### config.mk
export PLATFORM = sky130hd
export DESIGN_NAME = branch_predictor
export DESIGN_NICKNAME = d
export VERILOG_FILES = /design/src/rtl/branch_predictor.sv
export SDC_FILE = /design/constraint.sdc
export NUM_CORES = 1
export LEC_CHECK = 0
export CAP_MARGIN = 20
export CORE_MARGIN = 2
export CORE_UTILIZATION = 40
export CTS_BUF_LIST = sky130_fd_sc_hd__clkbuf_8
export CTS_CLUSTER_DIAMETER = 200
export CTS_CLUSTER_SIZE = 25
export DETAILED_ROUTE_END_ITERATION = 7
export GPL_TIMING_DRIVEN = 0
export PLACE_DENSITY = 0.65
export SKIP_LAST_GASP = 1
export SLEW_MARGIN = 5
export SYNTH_ARGS = -nofsm -noshare
export SYNTH_HDL_FRONTEND = slang
export SYNTH_SLANG_ARGS = --single-unit
### constraint.sdc
create_clock -name clk -period 3.6 [get_ports clk]
set_input_delay 0.36 -clock clk [delete_from_list [all_inputs] [get_ports clk]]
set_output_delay 0.36 -clock clk [all_outputs]
set_load 0.02 [all_outputs]
### src/rtl/branch_predictor.sv
`default_nettype none
// ============================================================================
// Module      : branch_predictor
// Description : Fetch-stage conditional-branch predictor. A gshare (or
//               bimodal) indexed table of 2-bit saturating counters, with a
//               private F->D->E shadow pipeline so that each resolved branch
//               trains exactly the entry that produced its prediction.
// Revision    : 1.0 - initial release
// ============================================================================
module branch_predictor #(
  parameter int PC_W   = 32,
  parameter int IDX_W  = 4,
  parameter int GHR_EN = 1,
  parameter int CNT_W  = 16
) (
  input  logic             clk,
  input  logic             rst,
  input  logic [PC_W-1:0]  F_pc,
  input  logic [4:0]       F_opcode,
  input  logic             stall,
  input  logic             flush,
  input  logic             E_taken,
  output logic             predict,
  output logic             E_pred,
  output logic             E_br_valid,
  output logic             E_mispredict,
  output logic [CNT_W-1:0] br_cnt,
  output logic [CNT_W-1:0] mis_cnt
);

  localparam int         c_ENTRIES   = 1 << IDX_W;
  localparam logic [4:0] c_OP_BRANCH = 5'b11000;
  localparam logic [1:0] c_CNT_WNT   = 2'b01;
  localparam logic [1:0] c_CNT_ST    = 2'b11;
  localparam logic [1:0] c_CNT_SNT   = 2'b00;

  // Pattern history table and non-speculative global history
  logic [1:0]       r_pht [c_ENTRIES];
  logic [IDX_W-1:0] r_ghr;

  // Shadow pipeline: decode and execute copies of {vld, idx, pred}
  logic             r_d_vld;
  logic [IDX_W-1:0] r_d_idx;
  logic             r_d_pred;
  logic             r_e_vld;
  logic [IDX_W-1:0] r_e_idx;
  logic             r_e_pred;

  logic [CNT_W-1:0] r_br_cnt;
  logic [CNT_W-1:0] r_mis_cnt;

  logic [IDX_W-1:0] w_hist;
  logic [IDX_W-1:0] w_f_idx;
  logic             w_f_is_br;
  logic             w_e_pred;
  logic             w_mispredict;

  // Only the word-offset bits above the byte offset feed the index
  logic             w_unused_pc;
  assign w_unused_pc = ^{F_pc[PC_W-1:IDX_W+2], F_pc[1:0]};

  // History folding: gshare XORs the GHR in, bimodal uses the PC alone
  generate
    if (GHR_EN != 0) begin : g_gshare
      assign w_hist = r_ghr;
    end else begin : g_bimodal
      logic w_unused_ghr;
      assign w_unused_ghr = ^r_ghr;
      assign w_hist       = '0;
    end
  endgenerate

  // F-stage lookup; reads the table as it stood before this edge's update
  assign w_f_idx   = F_pc[IDX_W+1:2] ^ w_hist;
  assign w_f_is_br = (F_opcode == c_OP_BRANCH);
  assign predict   = w_f_is_br & r_pht[w_f_idx][1];

  // E-stage view presented to the controller
  assign w_e_pred     = r_e_pred & r_e_vld;
  assign w_mispredict = r_e_vld & (E_taken != w_e_pred);

  assign E_br_valid   = r_e_vld;
  assign E_pred       = w_e_pred;
  assign E_mispredict = w_mispredict;
  assign br_cnt       = r_br_cnt;
  assign mis_cnt      = r_mis_cnt;

  // Shadow pipeline advance: flush beats stall; a stalled D keeps its lookup
  always_ff @(posedge clk) begin
    if (rst) begin
      r_d_vld  <= 1'b0;
      r_d_idx  <= '0;
      r_d_pred <= 1'b0;
      r_e_vld  <= 1'b0;
      r_e_idx  <= '0;
      r_e_pred <= 1'b0;
    end else if (flush) begin
      r_d_vld <= 1'b0;
      r_e_vld <= 1'b0;
    end else if (stall) begin
      r_e_vld <= 1'b0;
    end else begin
      r_d_vld  <= w_f_is_br;
      r_d_idx  <= w_f_idx;
      r_d_pred <= predict;
      r_e_vld  <= r_d_vld;
      r_e_idx  <= r_d_idx;
      r_e_pred <= r_d_pred;
    end
  end

  // Training: bulk reset, otherwise update from the resolving E branch
  always_ff @(posedge clk) begin
    if (rst) begin
      for (int i = 0; i < c_ENTRIES; i++) begin
        r_pht[i] <= c_CNT_WNT;
      end
      r_ghr     <= '0;
      r_br_cnt  <= '0;
      r_mis_cnt <= '0;
    end else if (r_e_vld) begin
      if (E_taken) begin
        if (r_pht[r_e_idx] != c_CNT_ST) begin
          r_pht[r_e_idx] <= r_pht[r_e_idx] + 2'd1;
        end
      end else begin
        if (r_pht[r_e_idx] != c_CNT_SNT) begin
          r_pht[r_e_idx] <= r_pht[r_e_idx] - 2'd1;
        end
      end
      r_ghr <= {r_ghr[IDX_W-2:0], E_taken};
      if (r_br_cnt != '1) begin
        r_br_cnt <= r_br_cnt + CNT_W'(1);
      end
      if (w_mispredict && (r_mis_cnt != '1)) begin
        r_mis_cnt <= r_mis_cnt + CNT_W'(1);
      end
    end
  end

endmodule
`default_nettype wire

### Yosys cells after proc, flatten, opt, wreduce, memory -nomap -nowiden

Memory sizes are Yosys's and may differ from the RTL's. A register that Yosys moved wholly into a read port is not among the register bits.
Index checks and enable logic that the tools add are counted.

* register bits after elaboration: 48
* bits in writable memories: 32
* input bits: 42
* output and inout port bits: 36
* logic and storage cells: 52
* memories: 1

* add/sub/neg operators: 4
* eq/ne operators: 5
* multiplexer cells: 18
* bitwise gates (word level): 7
* reductions and logical operators: 8

Memories
* r_pht: depth 16, bits a word 2, read ports 2, clocked after Yosys merged registers in 1, wr ports 16, line 38 `logic [1:0] r_pht [c_ENTRIES];`

Operators by type and width (number)
* 16-bit by 1-bit adder with 16-bit output (second input constant): 2
* 16-bit inequality test (second input constant): 2
* 1-bit 2-to-1 mux: 13
* 4-bit 2-to-1 mux: 3
* 2-bit AND reduction: 3
* 5-bit == test (second input constant): 1
* 2-bit 2-to-1 mux: 2
* 2-bit OR reduction: 2
* 4-bit XOR: 1
* 1-bit AND: 3
* 3-bit OR reduction: 1
* 2-bit by 1-bit adder with 2-bit output (second input constant): 1
* 2-bit inequality test (second input constant): 1
* 1-bit NOT: 2
* 2-bit nonzero test: 1
* 2-bit by 1-bit subtractor with 2-bit output (second input constant): 1
* 1-bit logical AND: 1
* 1-bit inequality test: 1
* 1-bit OR: 1

### Depth between registers and ports, before layout

Gate-level depths: netlist (run 1).

* word-level depth: 9
* depth in mapped cells: 9
* depth with buffers taken out: 7

### Least setup slack after synthesis (run 1)

Ideal clock, no wire load.

* path type: register to register
* start point: reg (tool-made name)
* end point: mem r_pht[13][0], enable pin
* setup time: 0.249 ns
* data arrival time: 2.246 ns
* slack: 1.105 ns
* stages on the path, launching flop included: 9
* path buffers: 2
* clock period less this slack: 2.495 ns
* path through: dfxtp_1 > buf_6 > mux2_1 > mux4_2 > clkinv_1 > nand2_1 > mux4_2 > buf_6 > a41o_1

RTL lines (line)
* end: declaration: 38

### Final worst setup path (run 1)

* start point: in F_pc[2]
* end point: out predict

* word-level cells in the longest chain between the ends: 3

RTL lines
* start: declaration: line 18 `input logic [PC_W-1:0] F_pc,`
* 4-bit XOR: line 74 `assign w_f_idx = F_pc[IDX_W+1:2] ^ w_hist;`
* memory read 16 x 2 bit
* 1-bit AND: line 76 `assign predict = w_f_is_br & r_pht[w_f_idx][1];`
* end: declaration: line 23 `output logic predict,`

Every way passes these cells.

==> results.toml, run 1 <==
[status]
outcome = "complete, no violations"

[sta]
fin_crit_sh = 0.9407
fmax_ghz = 0.2953
report.final.slew_viol_count = 0
final-setup-viol-count = 0
tightest_slew_ns = 0.8164
period_minus_slack_ns = 3.387
finClkSkew_ns = 0.008343
rsz0062_at_grt = "no"
tns_ns = 0
hold_viol_final = 0
timing.slew.headroom = 0.4416

[power_and_ir_drop]
p_per_area_nw_per_um2 = 362.6
ir_drop_v = 0.0001841
power.total_w = 0.001831
power.leakage_nw = 1.758

[cts]
clk_pin_slew_worst_paths_ns = 0.09
cts-root-buf = "clkbuf_8"
clk_path_buf_depth = 2
htreeDepth = 3
post_cts_buffers = 0
clkLatencyLatePin_ns = 0.36
cts.repair.resized = 0
cts_tree = "done"
cts.hold.buffers_added = 0
cts_num_sinks = 84
numCtsBuffers = 9

[finish]
drive_above_1_share = 0.08861
area_growth_pct = 20.59
register_area_um2 = 2002
multiInputGateArea_um2 = 2007
fillCellCount = 977
final_cells = 610
diodes = 0
fin_nets = 513
stdcell_area_um2 = 5049

[yosys]
synth_seq_cells = 84
yosysMostFrequentCell = "nor2_1"
synthesis.area_um2 = 4187
yosysWarnings = 0
synthCells = 409
synth_cell_types = 45
synth_edf_count = 32
synthTopCellsByCount = "nor2_1 (57), dfxtp_1 (52), nand2_1 (50)"
synth_area_leaders = "dfxtp_1 (25%), edfxtp_1 (23%), xor2_1 (5.2%), nor2_1 (5.1%), mux2i_1 (5.0%)"
synth-main-ff-cell = "dfxtp_1"
synth_fp_nets = 453
yosysTopAreaCellShare = 0.2487
ys_async_sr_fraction = 0
yosysTopAreaCell = "dfxtp_1"
ys_seq_area_frac = 0.4782
syn_avg_cell_area_um2 = 10.24

[floorplan]
die_w_um = 106.3
dieArea_um2 = 11300
io_pins = 78
core_area_um2 = 10230
die_h_um = 106.3
start_util = 0.4092
rows = 37

[worst_hold_path]
hp-class = "input port to flip-flop"

[grt]
grt_max_degree = 17
grt_pass1_vias = 3185
grt.total_usage = 0.1882
overflow = 0
antenna_found_initial = 0
grt_pass1_wl_mm = 16.17

[route]
ant_nets = 0
drtPass1Iterations = 4
vias_per_cell = 5.407
drt_iter0_markers = 146
drt-wirelength-per-cell_um = 16.66
drcViolationCount = 0
vias = 3298
wirelength_mm = 10.17

[worst_setup_path]
critical_path_class = "input port to output port"
worstPathMaxFanout = 5
worst-endpoint-arrival_ns = 3.03
cp-end-kind = "output port"
cp_data_required_time_ns = 3.24
start_kind = "input port"

[placement]
place.port_buffers = 48
dp_cells = 594
gp_congestion = 0.8780
dpl_cell_area_um2 = 4841
hpwlAfterDp_mm = 7.403

[job]
drv_cap = 0
-- power by group --
part	switching, W	leakage, nW	total [W]	internal, W
clock	0.000375	0.102	0.000708	0.000333
sequential	0.00000830	0.694	0.00100	0.000995
combinational	0.0000685	0.962	0.000120	0.0000510
-- registers in the layout, indices dropped and copies added (netlist names), named ones only --
signal,cells
br_cnt,16
r_e_pred,1
r_d_vld,1
r_ghr,4
r_e_idx,4
r_d_idx,4
r_pht,32
r_d_pred,1
E_br_valid,1
mis_cnt,16
-- final timing paths --
check / from / to / slack [ns] / depth (start not counted)
worst min-delay path: E_taken / r_ghr[0] / 0.34 / 3
worst min register to register: r_d_pred / r_e_pred / 0.46 / 2
worst max register to register: flip-flop / r_pht[14][1] / 0.68 / 8
worst max-delay path: F_pc[2] / predict / 0.21 / 6
-- cells by family after synthesis --
logic type	count (synthesis)	synth area share
and+or+nand+nor	190	0.2215
DFF	84	0.4782
AOI/OAI and AO/OA	39	0.07860
xor gates and xnor gates	37	0.07741
muxes	31	0.09593
buffers and inverters	26	0.04244
adders and majority gates	2	0.005976
-- worst max-delay path: stages --
cell and delay [ns]:
clkdlybuf4s50_1 0.47, xor2_1 0.61, mux4_2 0.61, mux2i_1 0.24, o22ai_1 0.15, clkdlybuf4s50_1 0.58
-- cell type report --
cell class                      instances  share of cell area
Multi-Input combinational cell        299              0.3975
Sequential cell                        84              0.3965
Timing Repair Buffer                   49             0.09591
Buffer                                 25             0.03445
Tap cell                              136             0.03371
Clock buffer                            9             0.02454
Clock inverter                          7             0.01660
Inverter                                1           0.0007435
-- layer usage --
metal  global-route usage  wire [µm]
met4              0.06861        262
met1               0.2389       4246
met5                    0          0
met3              0.05947        897
met2               0.3013       4758
-- placed cells by master (no fill, tap or decap), types with 7 or more instances in the layout --
cell type,count
dfxtp_1,52
nor2_1,57
xnor2_1,12
nand2_1,50
nand4_1,10
and3_1,11
nand3_1,13
clkdlybuf4s50_1,48
a41o_1,16
nor2b_1,7
mux2i_1,21
nor3_1,8
and2_1,8
xor2_1,25
and4_1,7
clkbuf_1,9
clkbuf_8,9
edfxtp_1,32
-- through the flow --
stage	setup slack (ns)	hold WS, ns	utilization
final	0.2135	0.3421	0.4935
after global routing	0.04501	0.3365	0.4935
after CTS	0.1733	0.3234	0.4935
after detailed placement	0.1840	0.4488	0.4732
after global placement	0.1744	0.4420	0.4728
after floorplan	1.105	0.4322	-
Note: power is estimated with default switching activity, not from simulation.
==> run 2: changes to the inputs <==
--- a/config.mk
+++ b/config.mk
@@ -7,13 +7,13 @@
 export LEC_CHECK = 0
 export CAP_MARGIN = 20
 export CORE_MARGIN = 2
-export CORE_UTILIZATION = 40
+export CORE_UTILIZATION = 58
 export CTS_BUF_LIST = sky130_fd_sc_hd__clkbuf_8
 export CTS_CLUSTER_DIAMETER = 200
 export CTS_CLUSTER_SIZE = 25
 export DETAILED_ROUTE_END_ITERATION = 7
 export GPL_TIMING_DRIVEN = 0
-export PLACE_DENSITY = 0.65
+export PLACE_DENSITY = 0.88
 export SKIP_LAST_GASP = 1
 export SLEW_MARGIN = 5
 export SYNTH_ARGS = -nofsm -noshare
==> run 2 against run 1 <==
Global-route usage is 8.1 points higher; critical path depth did not move; combinational power is essentially flat; critical path type unchanged.
==> results.toml, run 2 (synthesized netlist as in run 1, its figures left out) <==
[status]
outcome = "complete, no violations"

[cts]
cts.hold.buffers_added = 0
post_cts_buffers = 0
clk_pin_slew_worst_paths_ns = 0.09
clkLatencyLatePin_ns = 0.37
cts_num_sinks = 84
numCtsBuffers = 9
clk_path_buf_depth = 2
cts-root-buf = "clkbuf_8"
cts_tree = "done"
cts.repair.resized = 0
htreeDepth = 3

[route]
drt-wirelength-per-cell_um = 17.79
drcViolationCount = 0
vias_per_cell = 5.898
vias = 3362
wirelength_mm = 10.14
drtPass1Iterations = 6
drt_iter0_markers = 319
ant_nets = 0

[worst_setup_path]
start_kind = "input port"
worstPathMaxFanout = 5
rrSetupSlack_ns = 0.69
cp_slowest_cell = "mux4_2"
critical_path_class = "input port to output port"
r2r_end = "r_pht[7][1]"
worst-endpoint-arrival_ns = 2.97
r2r_cells = 8
crit_top_cell = "clkdlybuf4s50_1"
cp_data_required_time_ns = 3.24
cp-end-kind = "output port"
crit_path_max_incr_delay_ns = 0.60
crit_chain = "clkdlybuf4s50_1, xor2_1, mux4_2, mux2i_1, o22ai_1, clkdlybuf4s50_1"

[finish]
diodes = 0
register_area_um2 = 2002
multiInputGateArea_um2 = 2007
mostFrequentLayoutCell = "nor2_1"
drive_above_1_share = 0.08650
fin_nets = 513
final_util = 0.7234
largest_register_ffs = 32
fillCellCount = 527
largest_register = "r_pht"
final_cell_mix = "nor2_1 (57), dfxtp_1 (52), nand2_1 (50)"
area_growth_pct = 19.34

[sta]
finClkSkew_ns = 0.01227
period_minus_slack_ns = 3.325
tightest_slew_ns = 0.7479
timing.slew.headroom = 0.5003
report.final.slew_viol_count = 0
fin_crit_sh = 0.9237
rsz0062_at_grt = "no"
tns_ns = 0
hold_viol_final = 0
final-setup-viol-count = 0
fmax_ghz = 0.3007

[grt]
overflow = 0
antenna_found_initial = 0
grt_pass1_wl_mm = 16.08
grt_pass1_vias = 3263
grt_max_degree = 16
grt.total_usage = 0.2695

[worst_hold_path]
hold_depth = 3
hp-class = "input port to flip-flop"
hp-start = "E_taken"
hold_end = "r_ghr[0]"

[placement]
gp_congestion = 0.9602
place.port_buffers = 48
hpwlAfterDp_mm = 7.276

[job]
drv_cap = 0

[floorplan]
core_area_um2 = 6907
dieArea_um2 = 7914
rows = 30
die_w_um = 88.96
start_util = 0.6062
io_pins = 78
die_h_um = 88.96

[power_and_ir_drop]
p_per_area_nw_per_um2 = 360.3
ir_drop_v = 0.0002106
power.leakage_nw = 1.783
==> run 2: layout make-up <==
| class | count | share of cell area |
|---|---|---|
| Inverter | 1 | 0.0007513 |
| Timing Repair Buffer | 49 | 0.09867 |
| Clock inverter | 7 | 0.01453 |
| Tap cell | 96 | 0.02404 |
| Sequential cell | 84 | 0.4007 |
| Multi-Input combinational cell | 299 | 0.4017 |
| Clock buffer | 9 | 0.02479 |
| Buffer | 25 | 0.03481 |
==> run 2: worst max-delay path by stage <==
stage	start	to	slack [ns]	depth (start not counted)
6_report	F_pc[2]	predict	0.27	6
5_1_grt	F_pc[2]	predict	0.20	6
4_1_cts	F_pc[2]	predict	0.25	6
3_3_place_gp	F_pc[2]	predict	0.28	6
2_1_floorplan	flip-flop	r_pht[13][0]	1.10	8
3_5_place_dp	F_pc[2]	predict	0.27	6
==> run 2: routing by layer <==
| metal | GRT usage | part of all wire | up-vias |
|---|---|---|---|
| met2 | 0.4450 | 0.50 | 147 |
| met5 | 0 | 0 | - |
| met3 | 0.04801 | 0.069 | 21 |
| met1 | 0.3571 | 0.41 | 1602 |
| met4 | 0.1018 | 0.021 | 0 |
| li1 | - | - | 1592 |
==> run 2: worst max-delay path: cells and delay by family <==
kind / cells / cell delay [ns]
AO/OA/AOI/OAI: 1 / 0.14
XOR/XNOR: 1 / 0.59
multiplexers: 2 / 0.82
buffers and inverters: 2 / 1.05
==> run 2: power breakdown <==
group	internal (W)	leakage, nW	switching [W]
Clock	0.000325	0.106	0.000351
Combinational	0.0000510	0.983	0.0000698
Sequential	0.000995	0.694	0.00000847
==> run 2: through the flow <==
stage / total power, W / std cells / hold slack (ns) / area, µm² / worst slack, ns
5_1_grt: 0.001854 / 570 / 0.3605 / 4996 / 0.2009
3_5_place_dp: 0.001143 / 553 / 0.4727 / 4787 / 0.2694
2_1_floorplan: 0.001101 / 409 / 0.4322 / 4187 / 1.105
3_3_place_gp: 0.001139 / 553 / 0.4529 / 4787 / 0.2812
6_report: 0.001800 / 570 / 0.3159 / 4996 / 0.2745
4_1_cts: 0.001798 / 569 / 0.3158 / 4984 / 0.2479
